<file path="src/rtl/fnn_pkg.sv">
// fnn_pkg: shared state encoding, default dimensions and index widths for the FNN sequencer.
`default_nettype none

package fnn_pkg;

    typedef enum logic [2:0] {
        S_IDLE = 3'd0,
        S_CLR  = 3'd1,
        S_MAC  = 3'd2,
        S_WB   = 3'd3,
        S_ARG  = 3'd4,
        S_NEXT = 3'd5,
        S_DONE = 3'd6
    } fnn_seq_state_t;

    localparam int DEF_NUM_IMAGES  = 750;
    localparam int DEF_IN_LEN      = 62;
    localparam int DEF_HID_NEURONS = 30;
    localparam int DEF_OUT_NEURONS = 10;
    localparam int DEF_LANES       = 10;
    localparam int DEF_SCORE_W     = 16;

    localparam int CNT_W  = 10;
    localparam int FEAT_W = 8;
    localparam int NRN_W  = 6;
    localparam int SIDX_W = 4;
    localparam int PRED_W = 4;

endpackage

`default_nettype wire

</file>
<file path="src/rtl/fnn_sequencer_argmax_scan.sv">
// argmax_scan: running signed maximum over the output scores; strict compare keeps the lowest index on ties.
`default_nettype none

module argmax_scan
    import fnn_pkg::*;
#(
    parameter int SCORE_W = DEF_SCORE_W,
    parameter int IDX_W   = PRED_W
) (
    input  logic                      clk,
    input  logic                      rst,
    input  logic                      clear,
    input  logic                      valid,
    input  logic [IDX_W-1:0]          idx,
    input  logic signed [SCORE_W-1:0] score,
    output logic [IDX_W-1:0]          best_idx
);

    localparam logic signed [SCORE_W-1:0] MIN_SCORE = {1'b1, {(SCORE_W-1){1'b0}}};

    logic signed [SCORE_W-1:0] best_val;

    // Starting from the most negative value with index 0 means an all-minimum scan still reports 0.
    always_ff @(posedge clk or negedge rst) begin
        if (!rst) begin
            best_val <= MIN_SCORE;
            best_idx <= '0;
        end else if (clear) begin
            best_val <= MIN_SCORE;
            best_idx <= '0;
        end else if (valid && (score > best_val)) begin
            best_val <= score;
            best_idx <= idx;
        end
    end

endmodule

`default_nettype wire

</file>
<file path="src/rtl/fnn_sequencer.sv">
// fnn_sequencer: walks each image through the hidden layer in LANES-wide passes, then the output
// layer, scans the scores for the predicted class and counts completed images.
`default_nettype none

module fnn_sequencer
    import fnn_pkg::*;
#(
    parameter int NUM_IMAGES  = DEF_NUM_IMAGES,
    parameter int IN_LEN      = DEF_IN_LEN,
    parameter int HID_NEURONS = DEF_HID_NEURONS,
    parameter int OUT_NEURONS = DEF_OUT_NEURONS,
    parameter int LANES       = DEF_LANES,
    parameter int SCORE_W     = DEF_SCORE_W
) (
    input  logic                      clk,
    input  logic                      rst,
    input  logic                      start,
    output logic                      mac_clr,
    output logic                      mac_en,
    output logic [FEAT_W-1:0]         feat_idx,
    output logic [NRN_W-1:0]          nrn_base,
    output logic                      layer,
    output logic                      act_we,
    output logic [SIDX_W-1:0]         score_idx,
    input  logic signed [SCORE_W-1:0] score,
    output logic [PRED_W-1:0]         pred,
    output logic [CNT_W-1:0]          counter,
    output logic                      done
);

    localparam logic [FEAT_W-1:0] IN_LAST   = FEAT_W'(IN_LEN - 1);
    localparam logic [FEAT_W-1:0] HID_LAST  = FEAT_W'(HID_NEURONS - 1);
    localparam logic [SIDX_W-1:0] OUT_LAST  = SIDX_W'(OUT_NEURONS - 1);
    localparam logic [CNT_W-1:0]  CNT_FINAL = CNT_W'(NUM_IMAGES);
    localparam logic [NRN_W-1:0]  NRN_STEP  = NRN_W'(LANES);

    fnn_seq_state_t    state, state_nxt;
    logic [FEAT_W-1:0] feat_nxt;
    logic [FEAT_W-1:0] k_last;
    logic [NRN_W-1:0]  nrn_nxt;
    logic              layer_nxt;
    logic [SIDX_W-1:0] sidx_nxt;
    logic [CNT_W-1:0]  cnt_nxt;
    logic [CNT_W-1:0]  cnt_inc;
    logic [PRED_W-1:0] pred_nxt;
    logic [PRED_W-1:0] best_idx;
    logic              done_nxt;
    logic              last_hidden;

    assign k_last      = layer ? HID_LAST : IN_LAST;
    assign cnt_inc     = counter + CNT_W'(1);
    assign last_hidden = (int'(nrn_base) + LANES) >= HID_NEURONS;

    argmax_scan #(
        .SCORE_W (SCORE_W),
        .IDX_W   (PRED_W)
    ) u_argmax (
        .clk      (clk),
        .rst      (rst),
        .clear    ((state == S_CLR) && layer),
        .valid    (state == S_ARG),
        .idx      (score_idx),
        .score    (score),
        .best_idx (best_idx)
    );

    // Index registers double as the per-state step counters; they fall back to 0 outside their state.
    always_comb begin
        state_nxt = state;
        feat_nxt  = '0;
        sidx_nxt  = '0;
        nrn_nxt   = nrn_base;
        layer_nxt = layer;
        cnt_nxt   = counter;
        pred_nxt  = pred;
        done_nxt  = done;
        case (state)
            S_IDLE: begin
                if (start) begin
                    state_nxt = S_CLR;
                    cnt_nxt   = '0;
                    layer_nxt = 1'b0;
                    nrn_nxt   = '0;
                end
            end
            S_CLR: begin
                state_nxt = S_MAC;
            end
            S_MAC: begin
                if (feat_idx == k_last) begin
                    state_nxt = S_WB;
                end else begin
                    feat_nxt = feat_idx + FEAT_W'(1);
                end
            end
            S_WB: begin
                if (layer) begin
                    state_nxt = S_ARG;
                end else if (!last_hidden) begin
                    nrn_nxt   = nrn_base + NRN_STEP;
                    state_nxt = S_CLR;
                end else begin
                    layer_nxt = 1'b1;
                    nrn_nxt   = '0;
                    state_nxt = S_CLR;
                end
            end
            S_ARG: begin
                if (score_idx == OUT_LAST) begin
                    state_nxt = S_NEXT;
                end else begin
                    sidx_nxt = score_idx + SIDX_W'(1);
                end
            end
            S_NEXT: begin
                pred_nxt  = best_idx;
                cnt_nxt   = cnt_inc;
                layer_nxt = 1'b0;
                nrn_nxt   = '0;
                if (cnt_inc == CNT_FINAL) begin
                    state_nxt = S_DONE;
                    done_nxt  = 1'b1;
                end else begin
                    state_nxt = S_CLR;
                end
            end
            S_DONE: begin
                if (start) begin
                    state_nxt = S_CLR;
                    cnt_nxt   = '0;
                    done_nxt  = 1'b0;
                end
            end
            default: begin
                state_nxt = S_IDLE;
            end
        endcase
    end

    // Strobes are registered from the next state so they line up with the state they describe.
    always_ff @(posedge clk or negedge rst) begin
        if (!rst) begin
            state     <= S_IDLE;
            mac_clr   <= 1'b0;
            mac_en    <= 1'b0;
            act_we    <= 1'b0;
            feat_idx  <= '0;
            score_idx <= '0;
            nrn_base  <= '0;
            layer     <= 1'b0;
            counter   <= '0;
            pred      <= '0;
            done      <= 1'b0;
        end else begin
            state     <= state_nxt;
            mac_clr   <= (state_nxt == S_CLR);
            mac_en    <= (state_nxt == S_MAC);
            act_we    <= (state_nxt == S_WB) && !layer_nxt;
            feat_idx  <= feat_nxt;
            score_idx <= sidx_nxt;
            nrn_base  <= nrn_nxt;
            layer     <= layer_nxt;
            counter   <= cnt_nxt;
            pred      <= pred_nxt;
            done      <= done_nxt;
        end
    end

endmodule

`default_nettype wire

</file>
<file path="config.mk">
export PLATFORM = sky130hd
export DESIGN_NAME = fnn_sequencer
export DESIGN_NICKNAME = d
export VERILOG_FILES = /design/src/rtl/fnn_pkg.sv /design/src/rtl/fnn_sequencer_argmax_scan.sv /design/src/rtl/fnn_sequencer.sv
export SDC_FILE = /design/constraint.sdc
export NUM_CORES = 1
export LEC_CHECK = 0
export ABC_AREA = 1
export CORE_MARGIN = 4
export CORE_UTILIZATION = 53
export CTS_CLUSTER_SIZE = 16
export DETAILED_ROUTE_END_ITERATION = 10
export HOLD_SLACK_MARGIN = 0.08
export PLACE_DENSITY = 0.82
export SETUP_SLACK_MARGIN = 0.5
export SLEW_MARGIN = 20
export SYNTH_ARGS = -nofsm -noshare
export SYNTH_HDL_FRONTEND = slang
export SYNTH_SLANG_ARGS = --single-unit
export TNS_END_PERCENT = 20
</file>
<file path="constraint.sdc">
create_clock -name clk -period 2.38 [get_ports clk]
set_input_delay 0.476 -clock clk [delete_from_list [all_inputs] [get_ports clk]]
set_output_delay 0.476 -clock clk [all_outputs]
set_load 0.02 [all_outputs]
</file>
==> results.sh <==
export IMPL_status="completed"
export IMPL_syn_num_nets=468
export IMPL_max_freq_mhz=462
export IMPL_fin_tns_setup_ns=0
export IMPL_avgSynthCellArea_um2=7.80
export IMPL_max_slew_worst_pin_slew_ns=0.510
export IMPL_synth_top_area_cell="dfrtp_1"
export IMPL_clk_path_buf_depth=2
export IMPL_worstReg2RegEnd="u_argmax.best_idx[2]"
export IMPL_antenna_left=0
export IMPL_cts_tree="done"
export IMPL_drive_gt1_frac=0.151
export IMPL_die_area_um2=7580
export IMPL_hold_path_class="in2async"
export IMPL_synth_top_family_by_area="simple AND/OR/NAND/NOR gates"
export IMPL_wl_um=8810
export IMPL_ctsHoldBuffers=0
export IMPL_dpl_instance_area_um2=4020
export IMPL_synth_compound_area_share=0.0630
export IMPL_leakage_nw=2.19
export IMPL_critPathMaxFanout=6
export IMPL_cts_sink_count=59
export IMPL_grt_pass1_vias=3134
export IMPL_maxCapViolCount=0
export IMPL_yosys_area_share_xor_xnor=0.0234
export IMPL_clockRootBuffer="clkbuf_8"
export IMPL_netlist_instances=425
export IMPL_r2r_start="u_argmax.best_val[15]"
export IMPL_synth_mux_area_frac=0
export IMPL_finalClockSkew_ns=0.0115
export IMPL_worstSkewPairLatency_ns=0.35
export IMPL_ios=56
export IMPL_grt_overflow=0
export IMPL_yosysTopAreaCellShare=0.438
export IMPL_io_buffer_count=54
export IMPL_wl_per_cell_um=15.2
export IMPL_syn_cell_area_um2=3310
export IMPL_vias_per_cell=5.43
export IMPL_setup_worst_path_start_class="flip-flop"
export IMPL_drt_iter0_markers=142
export IMPL_fin_total_pwr_w=0.00419
export IMPL_path_class="reg2reg"
export IMPL_cts_buffers=9
export IMPL_die_h_um=87.1
export IMPL_critical_path_arrival_ns=2.39
export IMPL_finalHoldViolations=0
export IMPL_ys_top_cells_by_area="dfrtp_1, nand2_1, ha_1"
export IMPL_fin_area_um2=4440
export IMPL_antennaDiodeCount=0
export IMPL_worstPathRequired_ns=2.61
export IMPL_hpwl_um=5620
export IMPL_yosys_area_share_adder=0.0906
export IMPL_power_density_nw_per_um2=943
export IMPL_rr_worst_depth=11
export IMPL_synth_cell_types=33
export IMPL_ys_warn_count=0
export IMPL_path_clk_slew_ns=0.07
export IMPL_seq_area_frac_synth=0.446
export IMPL_fin_nets=541
export IMPL_start_util=0.553
export IMPL_grt_max_degree=60
export IMPL_setup_viol=0
export IMPL_globalplace_congestion=0.850
export IMPL_yosys_area_share_simple=0.284
export IMPL_yosys_register_bits=59
export IMPL_die_x_um=87.1
export IMPL_htree_num_levels=3
export IMPL_whs_ns=0.119
export IMPL_critical_path_endpoint_type="flip-flop"
export IMPL_rows=28
export IMPL_remaining_drc_errors=0
export IMPL_fin_crit_ns=2.16
export IMPL_rrSetupSlack_ns=0.22
export IMPL_slew_viol_final=0
export IMPL_core_um2=5990
export IMPL_vias=3140
export IMPL_irDropWorstVdd_mv=0.698
export IMPL_finalCritPeriodShare=0.909
export IMPL_rsz0062_at_grt="yes"
export IMPL_area_growth_pct=34.0
export IMPL_grt_usage=0.239
export IMPL_slew_headroom=0.657
export IMPL_antenna_found_initial=0
export IMPL_drt_first_pass_iters=4
export IMPL_grt_pass1_wl_um=14100
[kinds of logic (layout without fill, tap and decap cells)]
group | after synthesis | after routing
and+or+nand+nor | 221 | 221
buffers and inverters | 75 | 153
DFF | 59 | 59
AOI/OAI and AO/OA | 37 | 37
adders and majority gates | 24 | 24
xor gates and xnor gates | 8 | 8
other | 1 | 1
[repair_timing]
action                     in CTS  in global routing
pin swaps                      31                 11
hold endpoints to repair        0                  0
setup endpoints to repair      37                 53
cloned                          2                  0
setup buffers                   2                  3
resized for setup              40                 18
[metrics by stage]
step / std cells / util / setup WS (ns)
2_1_floorplan: 425 / - / 0.404
3_3_place_gp: 555 / 0.671 / -0.186
3_5_place_dp: 555 / 0.671 / -0.269
4_1_cts: 575 / 0.726 / 0.351
5_1_grt: 578 / 0.741 / 0.147
6_report: 578 / 0.741 / 0.215
[synthesized netlist by cell type, drive strengths merged]
cell type,instances
nand2,107
nand4,5
buf,5
xor2,6
o21ai,15
nor2,42
o22ai,4
o21a,1
clkinv,1
inv,64
nand3,56
nor4,1
a22o,1
a31oi,2
a21oi,10
nor3b,1
a22oi,1
dfstp,1
or2,1
ha,24
nor3,6
and3,1
conb,1
clkbuf,5
o21bai,3
xnor2,2
nand3b,1
dfrtp,58
[worst max-delay path by stage]
stage                                from               endpoint  slack, ns  depth (start not counted)
CTS                 u_argmax.best_val[15]  u_argmax.best_val[13]       0.35                         13
global placement                score[15]   u_argmax.best_idx[0]      -0.19                         10
detailed placement              score[13]  u_argmax.best_val[10]      -0.27                         12
finish              u_argmax.best_val[15]   u_argmax.best_idx[2]       0.22                         11
global route        u_argmax.best_val[15]  u_argmax.best_val[15]       0.15                         12
floorplan           u_argmax.best_val[15]   u_argmax.best_idx[3]       0.40                         13
[cells in the final DEF (no fill, tap or decap), types with 12 or more instances in the layout]
| cell type | Yosys | layout |
|---|---|---|
| nand3_1 | 55 | 46 |
| dlygate4sd2_1 | 0 | 12 |
| nand2_1 | 107 | 99 |
| dfrtp_1 | 58 | 57 |
| nor2_1 | 41 | 35 |
| buf_4 | 4 | 12 |
| o21ai_0 | 15 | 14 |
| ha_1 | 24 | 18 |
| inv_1 | 63 | 60 |
| clkdlybuf4s50_1 | 0 | 40 |
[sequential cells by signal, indices dropped and copies added (netlist names)]
name	flops
feat_idx	8
score_idx	4
pred	4
u_argmax.best_idx	4
counter	10
layer	1
done	1
u_argmax.best_val	16
nrn_base	5
act_we	1
mac_en	1
state	3
mac_clr	1
[layer usage]
metal | up-vias | global-route usage | routed length, um
li1 | 1499 | - | -
met1 | 1517 | 0.279 | 3560
met2 | 102 | 0.412 | 4550
met3 | 22 | 0.0577 | 492
met4 | 0 | 0.110 | 206
met5 | - | 0 | 0
[where the power goes]
group	internal [W]	switching (W)
Combinational	0.000787	0.00111
Clock	0.000510	0.000395
Sequential	0.00122	0.000171
Total	0.00252	0.00167
[critical path, cell delays in order (launching register included)]
cell	delay, ns
dfstp_2	0.55
inv_2	0.04
ha_4	0.23
a21oi_2	0.18
nand2_1	0.13
inv_1	0.13
nand3_4	0.09
o21bai_1	0.18
nand3_2	0.18
buf_6	0.19
nand3_1	0.07
nand2_1	0.06
[cell type report]
cell class                 instances  area [um^2]
clock buffer                      13          149
clock inverter                     3         40.0
fill                             433         1550
inverter                          65          244
multi-input combinational        291         1740
sequential                        59         1480
tap                               75         93.8
timing repair buffer              72          698
Note: power is estimated with default switching activity, not from simulation.
